`config.mk`:
```
export PLATFORM = sky130hd
export DESIGN_NAME = pipe_adder
export DESIGN_NICKNAME = d
export VERILOG_FILES = /design/src/rtl/adder_pkg.sv /design/src/rtl/adder_seg.sv /design/src/rtl/pipe_adder.sv
export SDC_FILE = /design/constraint.sdc
export NUM_CORES = 1
export LEC_CHECK = 0
export ABC_AREA = 1
export ABC_CLOCK_PERIOD_IN_PS = 2600
export CAP_MARGIN = 10
export CORE_ASPECT_RATIO = 1.4
export CORE_MARGIN = 1
export CORE_UTILIZATION = 43
export CTS_CLUSTER_DIAMETER = 40
export DETAILED_ROUTE_END_ITERATION = 10
export PLACE_DENSITY = 0.74
export SYNTH_ARGS = -nofsm -noshare
export SYNTH_HDL_FRONTEND = slang
export SYNTH_SLANG_ARGS = --single-unit
```
`constraint.sdc`:
```
create_clock -name clk_i -period 2.6 [get_ports clk_i]
set_clock_uncertainty 0.15 [all_clocks]
set_input_delay 0.78 -clock clk_i [delete_from_list [all_inputs] [get_ports clk_i]]
set_output_delay 0.78 -clock clk_i [all_outputs]
set_load 0.02 [all_outputs]
```
`src/rtl/adder_pkg.sv`:
```
// Shared constants, stage register layout and configuration check for the adder family.
// Latency: n/a (declarations only).
// Backpressure: n/a.
package adder_pkg;

    localparam int DEF_WIDTH  = 8;
    localparam int DEF_STAGES = 2;

    // Stage register layout at the default width; pipe_adder declares the
    // same field set sized to its own WIDTH parameter.
    typedef struct packed {
        logic                 valid;
        logic                 carry;
        logic [DEF_WIDTH-1:0] sum;
        logic [DEF_WIDTH-1:0] opa;
        logic [DEF_WIDTH-1:0] opb;
    } stage_t;

    // Legal when the carry chain splits into equal, non-empty segments.
    function automatic bit cfg_ok(input int width, input int stages);
        return (width >= 1) && (stages >= 1) && (stages <= width) &&
               ((width % stages) == 0);
    endfunction

endpackage

```
`src/rtl/adder_seg.sv`:
```
// Combinational SEG-bit ripple-carry segment: {c_o, s_o} = a_i + b_i + c_i.
// Latency: 0 cycles (purely combinational).
// Backpressure: none; the enclosing pipeline registers the result.
module adder_seg #(
    parameter int SEG = 4
) (
    input  logic [SEG-1:0] a_i,
    input  logic [SEG-1:0] b_i,
    input  logic           c_i,
    output logic [SEG-1:0] s_o,
    output logic           c_o
);

    logic [SEG:0] w_c;

    // Ripple the carry bit by bit through the segment.
    always_comb begin
        w_c    = '0;
        s_o    = '0;
        w_c[0] = c_i;
        for (int i = 0; i < SEG; i++) begin
            s_o[i]   = a_i[i] ^ b_i[i] ^ w_c[i];
            w_c[i+1] = (a_i[i] & b_i[i]) | (w_c[i] & (a_i[i] ^ b_i[i]));
        end
        c_o = w_c[SEG];
    end

endmodule

```
`src/rtl/pipe_adder.sv`:
```
// Pipelined ripple-carry adder, carry chain cut into STAGES registered segments.
// Latency: STAGES cycles from acceptance to out_valid_o; one result per cycle.
// Backpressure: a stalled output freezes every stage; in_ready_o drops with it.
// Optional macro PIPE_ADDER_OVF_EN adds the registered signed-overflow output ovf_o.
module pipe_adder
    import adder_pkg::*;
#(
    parameter int WIDTH  = DEF_WIDTH,
    parameter int STAGES = DEF_STAGES
) (
    input  logic             clk_i,
    input  logic             rst_n_i,
    input  logic             in_valid_i,
    output logic             in_ready_o,
    input  logic [WIDTH-1:0] A_i,
    input  logic [WIDTH-1:0] B_i,
    input  logic             C_i,
    output logic             out_valid_o,
    input  logic             out_ready_i,
    output logic [WIDTH-1:0] S_o,
    output logic             C_o
`ifdef PIPE_ADDER_OVF_EN
    ,
    output logic             ovf_o
`endif
);

    localparam int SEG  = WIDTH / STAGES;
    localparam int LAST = STAGES - 1;

    if (!cfg_ok(WIDTH, STAGES)) begin : g_cfg_err
        $error("pipe_adder: need WIDTH >= 1, 1 <= STAGES <= WIDTH, WIDTH %% STAGES == 0");
    end

    typedef struct packed {
        logic             valid;
        logic             carry;
        logic [WIDTH-1:0] sum;
        logic [WIDTH-1:0] opa;
        logic [WIDTH-1:0] opb;
    } stg_t;

    logic w_adv;

    // Whole pipe moves together; no bubble collapsing.
    assign w_adv      = !out_valid_o || out_ready_i;
    assign in_ready_o = rst_n_i && w_adv;

    for (genvar k = 0; k < STAGES; k++) begin : g_stage
        stg_t             r_stg;
        logic             w_vld;
        logic             w_cin;
        logic [WIDTH-1:0] w_a;
        logic [WIDTH-1:0] w_b;
        logic [WIDTH-1:0] w_sum_in;
        logic [WIDTH-1:0] w_sum;
        logic [SEG-1:0]   w_seg_s;
        logic             w_seg_c;

        if (k == 0) begin : g_first
            assign w_vld    = in_valid_i;
            assign w_cin    = C_i;
            assign w_a      = A_i;
            assign w_b      = B_i;
            assign w_sum_in = '0;
        end else begin : g_next
            assign w_vld    = g_stage[k-1].r_stg.valid;
            assign w_cin    = g_stage[k-1].r_stg.carry;
            assign w_a      = g_stage[k-1].r_stg.opa;
            assign w_b      = g_stage[k-1].r_stg.opb;
            assign w_sum_in = g_stage[k-1].r_stg.sum;
        end

        adder_seg #(
            .SEG (SEG)
        ) u_seg (
            .a_i (w_a[k*SEG +: SEG]),
            .b_i (w_b[k*SEG +: SEG]),
            .c_i (w_cin),
            .s_o (w_seg_s),
            .c_o (w_seg_c)
        );

        // Splice this segment's sum bits over the partial sum from upstream.
        always_comb begin
            w_sum               = w_sum_in;
            w_sum[k*SEG +: SEG] = w_seg_s;
        end

        // Stage register: cleared by reset, loads only when the pipe advances.
        always_ff @(posedge clk_i) begin
            if (!rst_n_i) begin
                r_stg <= '0;
            end else if (w_adv) begin
                r_stg <= '{valid: w_vld, carry: w_seg_c, sum: w_sum, opa: w_a, opb: w_b};
            end
        end
    end

    assign out_valid_o = g_stage[LAST].r_stg.valid;
    assign S_o         = g_stage[LAST].r_stg.sum;
    assign C_o         = g_stage[LAST].r_stg.carry;

    // Operands leaving the final stage have no further consumer.
    logic w_unused_ops;
    assign w_unused_ops = ^{g_stage[LAST].r_stg.opa, g_stage[LAST].r_stg.opb};

`ifdef PIPE_ADDER_OVF_EN
    logic w_ovf_nxt;
    logic r_ovf;

    // Sign bits reach the last segment through the forwarded operands.
    assign w_ovf_nxt = (g_stage[LAST].w_a[WIDTH-1] == g_stage[LAST].w_b[WIDTH-1]) &&
                       (g_stage[LAST].w_sum[WIDTH-1] != g_stage[LAST].w_a[WIDTH-1]);

    // Overflow flag registered alongside the final stage.
    always_ff @(posedge clk_i) begin
        if (!rst_n_i) begin
            r_ovf <= 1'b0;
        end else if (w_adv) begin
            r_ovf <= w_ovf_nxt;
        end
    end

    assign ovf_o = r_ovf;
`endif

endmodule

```
==> out/results.ini, run 1 <==
[clocking]
worst_skew_pair.late_latency_ns = 0.31
clkTransAtPathRegs_ns = 0.13
clockRootBuffer = clkbuf_4
numCtsBuffers = 3
hold_buffers = 0
ctsHtreeMaxLevel = 1
cts_tree = done
clk_path_buf_depth = 2
clock-sinks = 24

[logic_synthesis]
netlist_top_cells_area = dfxtp_1 (39%), nor2_1 (15%), fa_1 (13%), inv_1 (12%), nand3_1 (9.3%)
ys_warn_count = 0
yosys.area.top_type_share = 0.388
synthesis.area_sq_um = 1240
synth.net_count = 207
synth_seq_cells = 24
yosysSeqAreaShare = 0.388
netlist_instances = 178
avgSynthCellArea_sq_um = 6.95
synth_top_cell_by_area = dfxtp_1
ys_types = 12

[floorplan]
die_area_sq_um = 3100
core_sq_um = 2670
std_cell_rows = 22
die_h_microns = 65.5
ios = 32
start_util = 0.463
fp.dieW_microns = 47.3

[placement]
place_congestion = 0.724
dp_hpwl_mm = 1.58
portBuffers = 31
dpl_worst_slack_ns = -0.530

[timing]
finalSetupViolations = 0
fmax_ghz = 0.393
hold_viol = 0
drv_slew = 0
post-route-period-util = 0.978
whs_ns = 0.351
fin_crit_ns = 2.54
worst_pin_slew_ns = 0.243
rsz0062_at_grt = no
fin_ws_ns = 0.0583
max-slew-margin-rel = 0.838

[hold_path]
worstHoldPathCells = 2
min_path_type = flop to flop

[critical_path]
crit_type = primary input to output port
critPathLaunchType = primary input
cp_max_fo = 2
ff2ff_path_depth = 10
crit_required_ns = 1.67
critPathCaptureType = output port
worstPathArrival_ns = 1.61

[pwr]
comb_power_share = 0.261
seq_power_share = 0.504
switching_share = 0.289
p_switching_mw = 0.241
power_mw = 0.836
vdd_drop_max_uv = 340
intPower_mw = 0.595
clkPwrFrac = 0.235
p_leak_nw = 0.761
powerDensity_nw_per_um2 = 517

[final_layout]
antenna_cells = 0
area_growth_pct = 30.6
n_fill_cell = 273
nets = 239
drive_gt1_frac = 0.0813
final_util = 0.605

[routing]
drtIter0Drc = 23
ant_nets = 0
drc = 0
wl_per_cell_microns = 9.36
firstDrtPassIters = 4
wirelength_mm = 2.29
via_per_inst = 4.35
vias = 1065

[grt]
grt_pass1_wl_mm = 4.00
grtUsageTotal = 0.178
overflow = 0
grt_pass1_vias = 1012
antenna_found_initial = 0
grt_max_degree = 25

[run]
drv_cap = 0

[outcome]
status = finished clean

-- Yosys cell counts --
cell / count
fa_1: 8
nor2_1: 49
inv_2: 1
clkbuf_1: 1
nand2_1: 23
buf_1: 1
inv_1: 41
buf_4: 2
nand3_1: 23
dfxtp_1: 24
buf_2: 4
nor2_4: 1
-- sequential cells by signal, indices dropped and copies added (netlist names) --
name              count
g_stage.w_a           4
out_valid_o           1
g_stage.w_sum_in      4
S_o                   8
g_stage.w_b           4
g_stage.w_cin         1
C_o                   1
g_stage.w_vld         1
-- path summary, 6_finish.rpt --
kind	from	end	slack (ns)
setup / recovery	out_ready_i	in_ready_o	0.06
hold / removal	g_stage[1].w_sum_in[2]	S_o[2]	0.35
setup reg to reg	g_stage[1].w_cin	S_o[7]	0.29
hold reg to reg	g_stage[1].w_sum_in[2]	S_o[2]	0.35
-- final cells by class --
class	instances	area (sq um)	area share
well taps	36	45.0	0.0279
flip-flops and latches	24	480	0.297
inverters	42	158	0.0975
clock buffers	4	36.3	0.0224
multi-input cells	104	564	0.349
repair buffers	35	333	0.206
-- placed cells by master, fill, tap and decap left out, drive strengths merged --
cell and count:
dfxtp 24, clkdlybuf4s15 1, clkbuf 4, dlygate4sd2 2, nand2 23, nand3 23
nor2 50, buf 5, fa 8, clkdlybuf4s50 27, inv 42
-- per-layer routing --
layer  GRT usage  routed length, microns  share of wire
met1       0.202                     929           0.40
met2       0.305                    1220           0.53
met3      0.0247                      90          0.039
met4      0.0929                      56          0.024
met5           0                       0              0
-- critical path: stages --
cell             delay [ns]
clkdlybuf4s50_1        0.52
nor2_4                 0.05
nor2_1                 0.08
buf_2                  0.17
-- kinds of logic after synthesis --
group                      share of synthesized area
DFF                                            0.388
adders and majority gates                      0.129
and+or+nand+nor                                0.321
buffers and inverters                          0.162
-- stage by stage --
step | TNS (ns) | area, sq um | cells
global route | 0 | 1620 | 245
finish | 0 | 1620 | 245
detailed placement | -1.47 | 1590 | 241
floorplan | 0 | 1240 | 178
CTS | 0 | 1620 | 245
global placement | -1.38 | 1590 | 241
-- power by group through the flow --
stage	registers, mW	logic [mW]	clock network (mW)
after floorplan	0.449	0.114	0
after global placement	0.428	0.218	0
after detailed placement	0.430	0.222	0
after CTS	0.422	0.222	0.206
after global routing	0.425	0.248	0.226
final	0.422	0.218	0.196
-- what timing repair did --
item	in CTS	in global routing
setup buffers	0	0
pin swaps	1	4
setup endpoints to repair	3	1
resized for setup	8	1
(Power assumes the default switching activity.)
==> inputs of run 2 (changes only) <==
--- a/config.mk
+++ b/config.mk
@@ -7,7 +7,7 @@
 export LEC_CHECK = 0
 export ABC_AREA = 1
 export ABC_CLOCK_PERIOD_IN_PS = 2600
-export CAP_MARGIN = 10
+export CAP_MARGIN = 0
 export CORE_ASPECT_RATIO = 1.4
 export CORE_MARGIN = 1
 export CORE_UTILIZATION = 43
==> results of run 2 <==
Same layout as run 1: the final DEF is identical, and so are final timing and power.
